--- config.mk ---
export PLATFORM = sky130hd
export DESIGN_NAME = load_store_unit_flat
export DESIGN_NICKNAME = d
export VERILOG_FILES = /design/src/rtl/load_store_unit_if.sv /design/src/rtl/load_store_unit.sv /design/src/flat_wrapper.sv
export SDC_FILE = /design/constraint.sdc
export NUM_CORES = 1
export LEC_CHECK = 0
export ABC_AREA = 1
export ABC_CLOCK_PERIOD_IN_PS = 3100
export CORE_MARGIN = 2
export CORE_UTILIZATION = 44
export DETAILED_ROUTE_END_ITERATION = 6
export HOLD_SLACK_MARGIN = 0.15
export PLACE_DENSITY = 0.81
export SYNTH_ARGS = -nofsm -noshare
export SYNTH_HDL_FRONTEND = slang
export SYNTH_SLANG_ARGS = --single-unit
--- constraint.sdc ---
create_clock -name Clk -period 3.1 [get_ports Clk]
set_input_delay 0.62 -clock Clk [delete_from_list [all_inputs] [get_ports Clk]]
set_output_delay 0.62 -clock Clk [all_outputs]
set_load 0.01 [all_outputs]
--- src/rtl/load_store_unit_if.sv ---
// Request/response handshake and mem2IO/SRAM port bundle for the load/store unit.
// The slave modport is the LSU itself; the master side is the control FSM plus memory.
interface load_store_unit_if;
  logic        req_valid;
  logic        req_ready;
  logic        req_we;
  logic [2:0]  funct3;
  logic [31:0] addr;
  logic [31:0] wdata;
  logic        resp_valid;
  logic [31:0] rdata;
  logic        err;
  logic [31:0] mem_addr;
  logic [31:0] mem_wdata;
  logic [3:0]  mem_be;
  logic        mem_oe;
  logic        mem_we;
  logic [31:0] mem_rdata;

  modport master (
    output req_valid, req_we, funct3, addr, wdata, mem_rdata,
    input  req_ready, resp_valid, rdata, err,
           mem_addr, mem_wdata, mem_be, mem_oe, mem_we
  );

  modport slave (
    input  req_valid, req_we, funct3, addr, wdata, mem_rdata,
    output req_ready, resp_valid, rdata, err,
           mem_addr, mem_wdata, mem_be, mem_oe, mem_we
  );
endinterface

--- src/rtl/load_store_unit.sv ---
// Load/store sequencer between the RISC-V control FSM and the mem2IO/SRAM port:
// lane alignment, byte enables, fixed wait-state strobes, load extension and error flagging.
module load_store_unit #(
  parameter int WAIT_CYCLES = 2
) (
  input logic               Clk,
  input logic               Reset_n,
  load_store_unit_if.slave  bus
);

  localparam int CNT_W = (WAIT_CYCLES > 1) ? $clog2(WAIT_CYCLES) : 1;
  localparam logic [CNT_W-1:0] CNT_LAST = CNT_W'(WAIT_CYCLES - 1);

  if (WAIT_CYCLES < 1) begin : g_bad_wait
    $error("load_store_unit: WAIT_CYCLES must be at least 1");
  end

  typedef enum logic [1:0] {IDLE, SETUP, ACCESS, RESP} state_e;

  state_e           state_q, state_d;
  logic [CNT_W-1:0] cnt_q, cnt_d;
  logic             store_q, store_d;
  logic [2:0]       funct3_q, funct3_d;
  logic [1:0]       off_q, off_d;
  logic [31:0]      mem_addr_q, mem_addr_d;
  logic [31:0]      mem_wdata_q, mem_wdata_d;
  logic [3:0]       mem_be_q, mem_be_d;
  logic [31:0]      rdata_q, rdata_d;
  logic             err_q, err_d;

  logic        legal_f3;
  logic        misaligned;
  logic [3:0]  be_req;
  logic [31:0] wdata_req;
  logic [31:0] lane;
  logic [31:0] load_ext;

  // Decode the incoming request; funct3[1:0] encodes the access width for both loads and stores.
  always_comb begin
    legal_f3   = bus.req_we ? (bus.funct3 inside {3'b000, 3'b001, 3'b010})
                            : (bus.funct3 inside {3'b000, 3'b001, 3'b010, 3'b100, 3'b101});
    misaligned = ((bus.funct3[1:0] == 2'b01) && bus.addr[0]) ||
                 ((bus.funct3[1:0] == 2'b10) && (bus.addr[1:0] != 2'b00));
    be_req     = 4'b1111;
    wdata_req  = bus.wdata;
    case (bus.funct3[1:0])
      2'b00: begin
        be_req    = 4'b0001 << bus.addr[1:0];
        wdata_req = {4{bus.wdata[7:0]}};
      end
      2'b01: begin
        be_req    = 4'b0011 << bus.addr[1:0];
        wdata_req = {2{bus.wdata[15:0]}};
      end
      default: ;
    endcase
  end

  always_comb begin
    lane = bus.mem_rdata >> {off_q, 3'b000};
    case (funct3_q)
      3'b000:  load_ext = {{24{lane[7]}}, lane[7:0]};
      3'b001:  load_ext = {{16{lane[15]}}, lane[15:0]};
      3'b100:  load_ext = {24'h0, lane[7:0]};
      3'b101:  load_ext = {16'h0, lane[15:0]};
      default: load_ext = lane;
    endcase
  end

  always_comb begin
    state_d     = state_q;
    cnt_d       = cnt_q;
    store_d     = store_q;
    funct3_d    = funct3_q;
    off_d       = off_q;
    mem_addr_d  = mem_addr_q;
    mem_wdata_d = mem_wdata_q;
    mem_be_d    = mem_be_q;
    rdata_d     = rdata_q;
    err_d       = err_q;
    case (state_q)
      IDLE: begin
        if (bus.req_valid) begin
          store_d    = bus.req_we;
          funct3_d   = bus.funct3;
          off_d      = bus.addr[1:0];
          mem_addr_d = {bus.addr[31:2], 2'b00};
          rdata_d    = 32'h0;
          cnt_d      = '0;
          // Illegal requests skip the memory entirely and respond on the next cycle.
          if (legal_f3 && !misaligned) begin
            err_d       = 1'b0;
            mem_be_d    = be_req;
            mem_wdata_d = wdata_req;
            state_d     = SETUP;
          end else begin
            err_d       = 1'b1;
            mem_be_d    = 4'b0000;
            mem_wdata_d = 32'h0;
            state_d     = RESP;
          end
        end
      end
      SETUP: begin
        cnt_d   = '0;
        state_d = ACCESS;
      end
      ACCESS: begin
        if (cnt_q == CNT_LAST) begin
          state_d = RESP;
          if (!store_q) rdata_d = load_ext;
        end else begin
          cnt_d = cnt_q + 1'b1;
        end
      end
      RESP: state_d = IDLE;
      default: state_d = IDLE;
    endcase
  end

  always_ff @(posedge Clk or negedge Reset_n) begin
    if (!Reset_n) begin
      state_q     <= IDLE;
      cnt_q       <= '0;
      store_q     <= 1'b0;
      funct3_q    <= 3'b000;
      off_q       <= 2'b00;
      mem_addr_q  <= 32'h0;
      mem_wdata_q <= 32'h0;
      mem_be_q    <= 4'b0000;
      rdata_q     <= 32'h0;
      err_q       <= 1'b0;
    end else begin
      state_q     <= state_d;
      cnt_q       <= cnt_d;
      store_q     <= store_d;
      funct3_q    <= funct3_d;
      off_q       <= off_d;
      mem_addr_q  <= mem_addr_d;
      mem_wdata_q <= mem_wdata_d;
      mem_be_q    <= mem_be_d;
      rdata_q     <= rdata_d;
      err_q       <= err_d;
    end
  end

  // Strobes decode straight from state so an async reset drops them immediately.
  assign bus.req_ready  = (state_q == IDLE);
  assign bus.resp_valid = (state_q == RESP);
  assign bus.mem_oe     = (state_q == ACCESS) && !store_q;
  assign bus.mem_we     = (state_q == ACCESS) && store_q;
  assign bus.mem_addr   = mem_addr_q;
  assign bus.mem_wdata  = mem_wdata_q;
  assign bus.mem_be     = mem_be_q;
  assign bus.rdata      = rdata_q;
  assign bus.err        = err_q;

endmodule

--- src/flat_wrapper.sv ---
// flat-port wrapper written by rule: the top's interface ports become plain ports
module load_store_unit_flat 
#(
  parameter int WAIT_CYCLES = 2
)
  (Clk, Reset_n, bus_req_valid, bus_req_we, bus_funct3, bus_addr, bus_wdata, bus_mem_rdata, bus_req_ready, bus_resp_valid, bus_rdata, bus_err, bus_mem_addr, bus_mem_wdata, bus_mem_be, bus_mem_oe, bus_mem_we);
  load_store_unit_if bus_i ();
  input logic Clk;
  input logic Reset_n;
  input wire logic [$bits(bus_i.req_valid)-1:0] bus_req_valid;
  input wire logic [$bits(bus_i.req_we)-1:0] bus_req_we;
  input wire logic [$bits(bus_i.funct3)-1:0] bus_funct3;
  input wire logic [$bits(bus_i.addr)-1:0] bus_addr;
  input wire logic [$bits(bus_i.wdata)-1:0] bus_wdata;
  input wire logic [$bits(bus_i.mem_rdata)-1:0] bus_mem_rdata;
  output wire logic [$bits(bus_i.req_ready)-1:0] bus_req_ready;
  output wire logic [$bits(bus_i.resp_valid)-1:0] bus_resp_valid;
  output wire logic [$bits(bus_i.rdata)-1:0] bus_rdata;
  output wire logic [$bits(bus_i.err)-1:0] bus_err;
  output wire logic [$bits(bus_i.mem_addr)-1:0] bus_mem_addr;
  output wire logic [$bits(bus_i.mem_wdata)-1:0] bus_mem_wdata;
  output wire logic [$bits(bus_i.mem_be)-1:0] bus_mem_be;
  output wire logic [$bits(bus_i.mem_oe)-1:0] bus_mem_oe;
  output wire logic [$bits(bus_i.mem_we)-1:0] bus_mem_we;
  assign bus_i.req_valid = bus_req_valid;
  assign bus_i.req_we = bus_req_we;
  assign bus_i.funct3 = bus_funct3;
  assign bus_i.addr = bus_addr;
  assign bus_i.wdata = bus_wdata;
  assign bus_i.mem_rdata = bus_mem_rdata;
  assign bus_req_ready = bus_i.req_ready;
  assign bus_resp_valid = bus_i.resp_valid;
  assign bus_rdata = bus_i.rdata;
  assign bus_err = bus_i.err;
  assign bus_mem_addr = bus_i.mem_addr;
  assign bus_mem_wdata = bus_i.mem_wdata;
  assign bus_mem_be = bus_i.mem_be;
  assign bus_mem_oe = bus_i.mem_oe;
  assign bus_mem_we = bus_i.mem_we;
  load_store_unit #(.WAIT_CYCLES(WAIT_CYCLES)) u_core (.Clk(Clk), .Reset_n(Reset_n), .bus(bus_i));
endmodule
Yosys cells after proc, flatten, opt, wreduce, memory -nomap -nowiden
Cells that the tools add are included.
W data, S select, Z words.

storage, ports and cells
  flip-flop bits (word level) = 108
  input bits = 103
  logic and storage cells = 68
  output and inout bits = 105

operators by class
  mux-type cells = 18
  eq/ne operators = 15
  shift-type cells = 3
  add/subtract/negate cells = 1
  reduce and logical (&&, ||, !) cells = 21

operators with widths
  operator               count
  $mux W32               4
  $pmux W32 S2           2
  $pmux W32 S4           1
  $shr A32 B5 Y32        1
  $eq A3 B3 Y1 const B   4
  $pmux W2 S4            1
  $pmux W4 S2            1
  $eq A2 B2 Y1 const B   3
  $eq A3 B1 Y1 const B   2
  $logic_not A3 Y1       2
  $mux W2                3
  $reduce_and A2 Y1      3
  $reduce_bool A3 Y1     2
  $logic_and A1 B1 Y1    5
  $reduce_bool A5 Y1     1
  $eq A2 B1 Y1 const B   2
  $logic_not A2 Y1       2
  $mux W1                4
  $mux W4                1
  $ne A2 B2 Y1 const B   2
  $reduce_and A4 Y1      1
  $reduce_bool A2 Y1     2
  $shl A1 B2 Y4 const A  1
  $shl A2 B2 Y4 const A  1
  other kinds (6)        7

Depth between registers and ports, before layout
Gate-level depths: netlist of the first run.

  word-level depth = 8
  depth in mapped cells = 10
  gate-level depth less buffers = 9

Worst setup path after synthesis of the first run
OpenSTA, ideal clock, no wires.

  path kind = reg2reg
  start = register u_core.state_q[0]
  end = register u_core.rdata_q[7], in the netlist u_core.bus.rdata[7]
  data required time = 2,983 ps
  clock period less this slack = 1,615 ps
  buffers on the path = 1
  stages on the path, launching flop included = 11
  arrival = 1,498 ps
  library setup time = 117 ps
  setup slack = 1,485 ps
  cell sequence = dfrtp_1 > inv_1 > ha_1 > inv_2 > o21ai_2 > inv_2 > nand2_2 > inv_2 > buf_4 > nand3_1 > nand2_1

on the way
  word-level cells in the longest chain between the ends = 3
  elaborated cells between the ends (all ways) = 8
  those cells by class = eq/ne: 4; mux: 1; reduce/logical: 3

RTL lines
  what                                                                 line                    text
  start, declared                                                      load_store_unit.sv:20   state_e state_q, state_d;
  start signal, assigned                                               load_store_unit.sv:134  state_q <= state_d;
  $logic_not A2 Y1 *                                                   -
  named net bus_req_ready                                              flat_wrapper.sv:16      output wire logic [$bits(bus_i.req_ready)-1:0] bus_req_ready;
  $ne A2 B2 Y1 (no line) / $reduce_bool A2 Y1 (equally long branches)  -
  $reduce_and A4 Y1 (no line)                                          -
  end signal, assigned                                                 load_store_unit.sv:142  rdata_q <= rdata_d;
  end, declared                                                        load_store_unit.sv:28   logic [31:0] rdata_q, rdata_d;

The timed path passes the listed nets; every way through them passes the cells marked *.
A chain may end at the register's enable or synchronous reset.

Final worst setup path of the first run
  start = register u_core.state_q[0]
  end = output port bus_mem_oe

on the way
  word-level cells in the longest chain between the ends = 2

RTL lines
  what                 line                    text
  $eq A2 B2 Y1         load_store_unit.sv:150  assign bus.mem_oe = (state_q == ACCESS) && !store_q;
  $logic_and A1 B1 Y1  load_store_unit.sv:150
  end, declared        flat_wrapper.sv:23      output wire logic [$bits(bus_i.mem_oe)-1:0] bus_mem_oe;

Every way passes these cells.

==> results of run 1 <==
critical path: stages (launching register included):
cell and delay, ns:
dfrtp_1 0.38, inv_1 0.10, ha_1 0.28, inv_1 0.08, nor2_2 0.11, clkdlybuf4s50_1 0.57
worst paths after layout:
| check | to | slack [ns] | cells after the start |
|---|---|---|---|
| min reg2reg | u_core.bus.rdata[5] | 0.47 | 2 |
| max in group asynchronous | u_core.bus.mem_wdata[10] | 1.96 | 2 |
| min in group Clk | u_core.bus.rdata[5] | 0.47 | 2 |
| min | u_core.bus.mem_wdata[0] | 0.40 | 1 |
| max reg2reg | u_core.bus.rdata[16] | 0.87 | 7 |
| max | bus_mem_oe | 0.61 | 5 |
registers in the layout, indices dropped and copies added (netlist names):
signal                count
u_core.bus.mem_wdata     32
u_core.bus.mem_be         4
u_core.off_q              2
u_core.funct3_q           3
u_core.store_q            1
u_core.bus.mem_addr      30
u_core.state_q            2
u_core.cnt_q              1
u_core.bus.rdata         32
u_core.bus.err            1
per-stage QoR:
| stage | utilization | power, mW | cell area, µm² | hold WS (ns) | std cells |
|---|---|---|---|---|---|
| final | 0.650 | 7.18 | 7750 | 0.397 | 1045 |
| after global routing | 0.650 | 7.73 | 7750 | 0.472 | 1045 |
| after CTS | 0.650 | 7.23 | 7750 | 0.432 | 1045 |
| after detailed placement | 0.624 | 5.99 | 7430 | 0.457 | 1029 |
| after global placement | 0.624 | 5.94 | 7430 | 0.453 | 1029 |
| after floorplan | - | 4.36 | 5330 | 0.324 | 706 |
power by group through the flow:
stage / Clock, mW / Combinational (mW) / Sequential, mW
after floorplan: 0 / 1.81 / 2.55
after global placement: 0 / 3.55 / 2.39
after detailed placement: 0 / 3.61 / 2.39
after CTS: 1.23 / 3.62 / 2.38
after global routing: 1.29 / 3.99 / 2.46
final: 1.21 / 3.58 / 2.38
logic make-up after synthesis:
family                     after synthesis  share of synthesized area
DFF                                    108                      0.507
AOI/OAI and AO/OA                       85                     0.0953
and+or+nand+nor                        434                      0.325
buffers and inverters                   74                     0.0648
other                                    1                   0.000704
adders and majority gates                3                    0.00704
cell type report:
type,count,area (µm²)
fillers,1034,4170
clock buffers,12,256
well taps,147,184
repair buffers,215,2120
inverters,35,139
clock inverters,4,55.1
flip-flops and latches,108,2700
multi-input cells,524,2280
routing by layer:
| layer | track usage | vias to the layer above |
|---|---|---|
| li1 | - | 2594 |
| met1 | 0.310 | 2418 |
| met2 | 0.384 | 210 |
| met3 | 0.0794 | 14 |
| met4 | 0.0764 | 0 |
| met5 | 0 | - |
cell usage in the layout (no fill, tap or decap), types with 2 or more instances in the layout:
cell	n
a21oi_1	13
buf_4	11
clkbuf_16	9
clkbuf_8	2
clkdlybuf4s50_1	204
conb_1	2
dfrtp_1	108
ha_1	3
inv_1	27
inv_2	7
nand2_1	336
nand2_2	2
nand3_1	52
nor2_1	39
nor2_2	2
o21ai_0	50
o21ai_2	11
o221ai_1	8
==> flow_summary.yaml, run 1 <==
sta:
  min_period_over_period: 0.805
  final_max_slew_viol_count: 0
  post-route-min-period_ns: 2.49
  hold_violations: 0
  setup_viol: 0
  tightest_slew_ns: 0.905
  rsz0062_at_grt: "no"
  setup_ws_ns: 0.606
  max_freq_ghz: 0.401
  relSlewSlack: 0.397
  tns_ns: 0
  fin_worst_skew_ns: 0.00664
cts:
  cts_setup_buffers: 0
  clk_pin_slew_ns: 0.07
  cts_hold_buf: 0
  clkLatencyLatePin_ns: 0.36
  cts_root_buf: "clkbuf_16"
  postCtsResizedCells: 0
  cts_max_path_buffers: 2
  htreeDepth: 3
  cts_tree: "yes"
  cts_made_buffers: 9
  clock-sinks: 108
setup_path:
  crit_start: "u_core.state_q[0]"
  crit_required_ns: 2.48
  worstPathMaxFanout: 6
  endpoint_kind: "output pin"
  r2r_start: "u_core.off_q[0]"
  startpoint_type: "flop"
  critPathKind: "reg2out"
  crit_arrival_ns: 1.87
yosys:
  syn_area_um2: 5330
  synthTopCellsByCount: "nand2_1, dfrtp_1, nand3_1, o21ai_0, nor2_1"
  netlist_instances: 705
  ys_seq_elements: 108
  synth_area_leaders: "dfrtp_1, nand2_1, nand3_1"
  ys_warn_count: 0
  ys_types: 26
  async_flop_share: 1.00
  ys_seq_area_frac: 0.507
  synth_most_common_cell: "nand2_1"
  synth-edff-count: 0
  synth_area_leader_cell: "dfrtp_1"
  synth_flop_cell: "dfrtp_1"
  yosysTopAreaCellShare: 0.507
  avgSynthCellArea_um2: 7.56
placed_design:
  dp_hpwl_mm: 10.9
  gp_congestion: 0.891
  io_buffers: 205
  place_ws_ns: 0.891
floorplanning:
  coreArea_um2: 11900
  die_w_um: 114
  die-area_um2: 13000
  die_y_um: 114
  start_util: 0.447
  io_pins: 208
  fp-row-count: 40
global_route:
  antenna_found_initial: 0
  first_global_vias: 5098
  grt.total_usage: 0.240
  gr-total-overflow: 0
  grt_max_degree: 80
  grt_pass1_wl_mm: 24.6
pwr:
  p_per_area_nw_per_um2: 926
  seqPwrFrac: 0.332
  leakage_nw: 3.85
  combPwrFrac: 0.499
  vdd.ir_drop.worst_mv: 0.537
  switching_share: 0.396
  p_switching_mw: 2.84
  p_int_mw: 4.34
  p_clk_frac: 0.169
finish:
  layout.nets: 999
  diodes: 0
  drive_gt1_frac: 0.0590
  area_growth_syn_to_layout_pct: 45.4
status:
  outcome: "finished clean"
drt:
  dr_wl_met2_mm: 7.06
  avgRoutedWirePerCell_um: 14.6
  top_layer: "met4"
  drt_wl_total_mm: 15.3
  ant_nets: 0
  met3_length_mm: 1.56
  dr.pass1.iters: 5
  routedLengthMet1_mm: 6.48
  num_vias: 5236
  initialDrtViolationCount: 342
  drc_errors: 0
  via_per_inst: 5.01
job:
  maxCapViolCount: 0
hold_path:
  hp-class: "in2async"
Power figures use the tool's default switching activity.
==> inputs of run 2 (changes only) <==
- ABC_CLOCK_PERIOD_IN_PS: 3100 -> 2450
- clock period: 3.1 -> 2.45 ns (I/O delays scaled with it)
==> flow_summary.yaml, run 2 (same netlist as run 1, synthesis figures left out) <==
status:
  outcome: "finished clean"
global_route:
  gr-total-overflow: 0
  antenna_found_initial: 0
  grt.total_usage: 0.244
  first_global_vias: 5178
  grt_max_degree: 80
  grt_pass1_wl_mm: 25.2
cts:
  clk_pin_slew_ns: 0.08
  htreeDepth: 3
  cts_setup_buffers: 0
  cts_tree: "yes"
  cts_root_buf: "clkbuf_16"
  cts_made_buffers: 9
  clock-sinks: 108
  postCtsResizedCells: 0
  cts_hold_buf: 1
  cts_max_path_buffers: 2
  clkLatencyLatePin_ns: 0.35
finish:
  diodes: 0
  mostFrequentLayoutCells: "nand2_1, clkdlybuf4s50_1, dfrtp_1, nand3_1, o21ai_0"
  fin_area_um2: 7800
  final_common_cell: "nand2_1"
  fin_util: 0.655
  area_growth_syn_to_layout_pct: 46.4
  regArea_um2: 2700
  n_fill_cell: 1024
  multi_input_area_um2: 2280
  drive_gt1_frac: 0.0590
  layout.nets: 999
drt:
  num_vias: 5246
  initialDrtViolationCount: 401
  dr.pass1.iters: 5
  via_per_inst: 5.02
  avgRoutedWirePerCell_um: 14.7
  ant_nets: 0
  drc_errors: 0
  drt_wl_total_mm: 15.4
floorplanning:
  start_util: 0.447
  die-area_um2: 13000
  die_y_um: 114
  fp-row-count: 40
  die_w_um: 114
  coreArea_um2: 11900
  io_pins: 208
pwr:
  leakage_nw: 3.88
  switching_share: 0.401
  p_total_mw: 9.16
  seqPwrFrac: 0.324
  p_clk_frac: 0.172
  vdd.ir_drop.worst_mv: 0.608
  p_int_mw: 5.49
  combPwrFrac: 0.505
  p_per_area_nw_per_um2: 1170
  p_switching_mw: 3.67
setup_path:
  cpMostUsedCell: "inv_1"
  cp_num_buf_inv: 3
  critPathKind: "reg2out"
  endpoint_kind: "output pin"
  critPathMaxStageDelay_ns: 0.57
  path_cells: "inv_1 > ha_1 > inv_1 > nor2_2 > clkdlybuf4s50_1"
  crit_required_ns: 1.96
  slowest_stage: "clkdlybuf4s50_1"
  crit_arrival_ns: 1.86
  startpoint_type: "flop"
  worstPathMaxFanout: 6
  crit_family: "buffers and inverters"
sta:
  setup_ws_ns: 0.0973
  final_max_slew_viol_count: 0
  relSlewSlack: 0.662
  setup_viol: 0
  tightest_slew_ns: 0.505
  min_period_over_period: 0.960
  fin_worst_skew_ns: 0.0118
  max_freq_ghz: 0.425
  tns_ns: 0
  hold_violations: 0
  post-route-min-period_ns: 2.35
  rsz0062_at_grt: "no"
job:
  maxCapViolCount: 0
placed_design:
  dp_hpwl_mm: 11.0
  place_ws_ns: 0.372
  postPlaceCellArea_um2: 7460
  gp_congestion: 0.884
  io_buffers: 205
hold_path:
  hp-class: "reg2reg"
-- run 2: changes by cell type in the layout (fill, tap and decap cells not counted) --
cell	delta
clkinv_8	+2
inv_8	+2
clkinv_4	-1
dlygate4sd3_1	+1
clkinvlp_4	-1
buf_12	+3
clkbuf_1	-1
buf_4	-4
inv_6	+1
clkbuf_8	-2
-- run 2: routing by layer --
metal | vias up | global-route usage | part of all wire
met5 | - | 0 | 0
met4 | 0 | 0.0699 | 0.016
met3 | 21 | 0.0831 | 0.10
met2 | 221 | 0.394 | 0.47
met1 | 2409 | 0.314 | 0.42
li1 | 2595 | - | -
-- run 2: path summary, 6_finish.rpt --
check / from / endpoint / slack, ns / depth (start not counted)
worst max-delay path: u_core.state_q[0] / bus_mem_oe / 0.1 / 5
worst min-delay path: u_core.bus.rdata[6] / u_core.bus.rdata[6] / 0.47 / 2
worst max register to register: u_core.state_q[0] / u_core.bus.rdata[8] / 0.57 / 9
worst min register to register: u_core.bus.rdata[6] / u_core.bus.rdata[6] / 0.47 / 2
max in group asynchronous: Reset_n / u_core.bus.rdata[7] / 1.13 / 3
min in group asynchronous: Reset_n / u_core.bus.rdata[4] / 0.66 / 2
-- run 2: worst register-to-register path, cell delays in order (launching register included) --
cell	delay (ns)
dfrtp_1	0.39
inv_1	0.10
ha_1	0.33
inv_2	0.09
o21ai_2	0.15
inv_2	0.08
nand2_2	0.24
inv_2	0.20
nand2_1	0.13
nand2_1	0.06
-- run 2: layout make-up --
cell class / instances / area share
sequential: 108 / 0.346
tap: 147 / 0.0236
multi-input combinational: 524 / 0.293
inverter: 35 / 0.0178
timing repair buffer: 215 / 0.277
clock buffer: 9 / 0.0289
clock inverter: 7 / 0.0131
-- run 2: through the flow --
step | cells | hold slack, ns
4_1_cts | 1045 | 0.477
3_3_place_gp | 1028 | 0.453
5_1_grt | 1045 | 0.488
2_1_floorplan | 706 | 0.194
6_report | 1045 | 0.472
3_5_place_dp | 1028 | 0.458
-- run 2: power by group through the flow --
stage / combinational [mW] / clock [mW] / sequential [mW]
4_1_cts: 4.67 / 1.60 / 2.97
3_3_place_gp: 4.56 / 0 / 2.98
5_1_grt: 5.15 / 1.68 / 3.06
3_5_place_dp: 4.64 / 0 / 2.98
2_1_floorplan: 2.29 / 0 / 3.22
6_report: 4.62 / 1.57 / 2.96
==> inputs of run 3 (changes only) <==
--- a/config.mk
+++ b/config.mk
@@ -10,4 +10,5 @@
 export CORE_MARGIN = 2
 export CORE_UTILIZATION = 44
+export CTS_BUF_LIST = sky130_fd_sc_hd__clkbuf_4
 export DETAILED_ROUTE_END_ITERATION = 6
 export HOLD_SLACK_MARGIN = 0.15
==> constraint.sdc (replaced) <==
create_clock -name Clk -period 2.45 [get_ports Clk]
set_input_delay 0.3675 -clock Clk [delete_from_list [all_inputs] [get_ports Clk]]
set_output_delay 0.3675 -clock Clk [all_outputs]
set_load 0.01 [all_outputs]
==> flow_summary.yaml, run 3 (same netlist as run 1, synthesis figures left out) <==
status:
  outcome: "finished clean"
setup_path:
  cpMostUsedCell: "inv_1"
  critPathKind: "reg2out"
  crit_required_ns: 2.08
  critPathMaxStageDelay_ns: 0.57
  crit_family: "buffers and inverters"
  startpoint_type: "flop"
  path_cells: "inv_1 > ha_2 > inv_1 > nor2_2 > clkdlybuf4s50_1"
  crit_arrival_ns: 1.96
  slowest_stage: "clkdlybuf4s50_1"
  endpoint_kind: "output pin"
  worstPathMaxFanout: 6
  cp_num_buf_inv: 3
sta:
  setup_viol: 0
  tightest_slew_ns: 0.687
  fin_worst_skew_ns: 0.0123
  final_max_slew_viol_count: 0
  relSlewSlack: 0.542
  min_period_over_period: 0.951
  max_freq_ghz: 0.429
  tns_ns: 0
  hold_violations: 0
  post-route-min-period_ns: 2.33
  hold_ws_ns: 0.417
floorplanning:
  io_pins: 208
  die_w_um: 114
  die_y_um: 114
  coreArea_um2: 11900
  fp-row-count: 40
  die-area_um2: 13000
  start_util: 0.447
placed_design:
  io_buffers: 205
  gp_congestion: 0.907
  dp_hpwl_mm: 10.8
cts:
  clkLatencyLatePin_ns: 0.46
  clk_pin_slew_ns: 0.17
  cts_max_path_buffers: 2
  cts_root_buf: "clkbuf_4"
  clock-sinks: 108
  htreeDepth: 3
  cts_made_buffers: 9
  cts_tree: "yes"
finish:
  area_growth_syn_to_layout_pct: 43.1
  diodes: 0
  drive_gt1_frac: 0.0590
  final_common_cell: "nand2_1"
  layout.nets: 999
  mostFrequentLayoutCells: "nand2_1, clkdlybuf4s50_1, dfrtp_1, nand3_1, o21ai_0"
drt:
  drc_errors: 0
  initialDrtViolationCount: 423
  ant_nets: 0
  drt_wl_total_mm: 15.0
  num_vias: 5222
  avgRoutedWirePerCell_um: 14.4
  dr.pass1.iters: 5
  via_per_inst: 5.00
global_route:
  grt.total_usage: 0.233
  grtUsageMet1: 0.316
  use_met3: 0.0783
  antenna_found_initial: 0
  gr-total-overflow: 0
  top_usage_layer: "met2"
  grt_pass1_wl_mm: 24.1
  met2_usage: 0.362
  grt_max_degree: 80
  first_global_vias: 4920
pwr:
  leakage_nw: 3.80
  p_per_area_nw_per_um2: 1110
  vdd.ir_drop.worst_mv: 0.600
  p_total_mw: 8.50
hold_path:
  hp-class: "in2reg"
job:
  maxCapViolCount: 0
## run 3: cell types whose count changed in the layout (fill, tap and decap cells not counted), moves of 2 or more
cell,change
clkbuf_4,+10
clkinv_8,-2
clkinv_4,+2
clkbuf_16,-9
## run 3: path summary, 6_finish.rpt
kind | slack, ns | startpoint | end | depth (start not counted)
max | 0.12 | u_core.state_q[0] | bus_mem_oe | 5
min | 0.42 | bus_addr[2] | u_core.bus.mem_addr[2] | 3
max reg2reg | 0.57 | u_core.state_q[0] | u_core.bus.rdata[2] | 9
min reg2reg | 0.49 | u_core.bus.rdata[6] | u_core.bus.rdata[6] | 2
max in group asynchronous | 1.30 | Reset_n | u_core.bus.mem_wdata[26] | 3
min in group asynchronous | 0.48 | Reset_n | u_core.bus.rdata[11] | 2
## run 3: cell type report
| cell class | instances | area, µm² |
|---|---|---|
| Multi-Input combinational cell | 524 | 2290 |
| Inverter | 35 | 139 |
| Sequential cell | 108 | 2700 |
| Tap cell | 147 | 184 |
| Clock inverter | 6 | 71.3 |
| Clock buffer | 10 | 75.1 |
| Fill cell | 1055 | 4290 |
| Timing Repair Buffer | 215 | 2160 |
## run 3: power breakdown
group / switching [mW] / leakage, nW / total (mW) / internal (mW)
combinational: 2.46 / 2.32 / 4.60 / 2.13
clock: 0.600 / 0.0805 / 0.935 / 0.335
sequential: 0.452 / 1.40 / 2.97 / 2.52
total: 3.52 / 3.80 / 8.50 / 4.98
## run 3: worst reg2reg max path: stages, from the launching register on
cell and delay [ns]:
dfrtp_1 0.42, inv_1 0.10, ha_1 0.31, inv_2 0.09
o21ai_2 0.16, inv_2 0.08, nand2_2 0.24, inv_2 0.21
nand3_1 0.11, nand2_1 0.07
## run 3: stage by stage
stage / utilization / instance area, µm² / cells / setup slack [ns]
detailed placement: 0.627 / 7460 / 1028 / 0.485
CTS: 0.640 / 7620 / 1045 / 0.0383
floorplan: - / 5330 / 706 / 0.835
global placement: 0.627 / 7460 / 1028 / 0.532
global route: 0.640 / 7620 / 1045 / -0.00822
finish: 0.640 / 7620 / 1045 / 0.120
## run 3: metal layers
metal  part of all wire  routed length, µm
met1               0.43               6460
met2               0.46               6860
met3              0.098               1480
met4              0.016                236
met5                  0                  0
## run 3: timing repair
item / 4_1_cts / 5_1_grt
setup endpoints to repair: 0 / 2
endpoints found under the hold margin: 52 / 0
gates resized for setup: 0 / 1
setup buffers: 0 / 0
hold buffers: 1 / 0
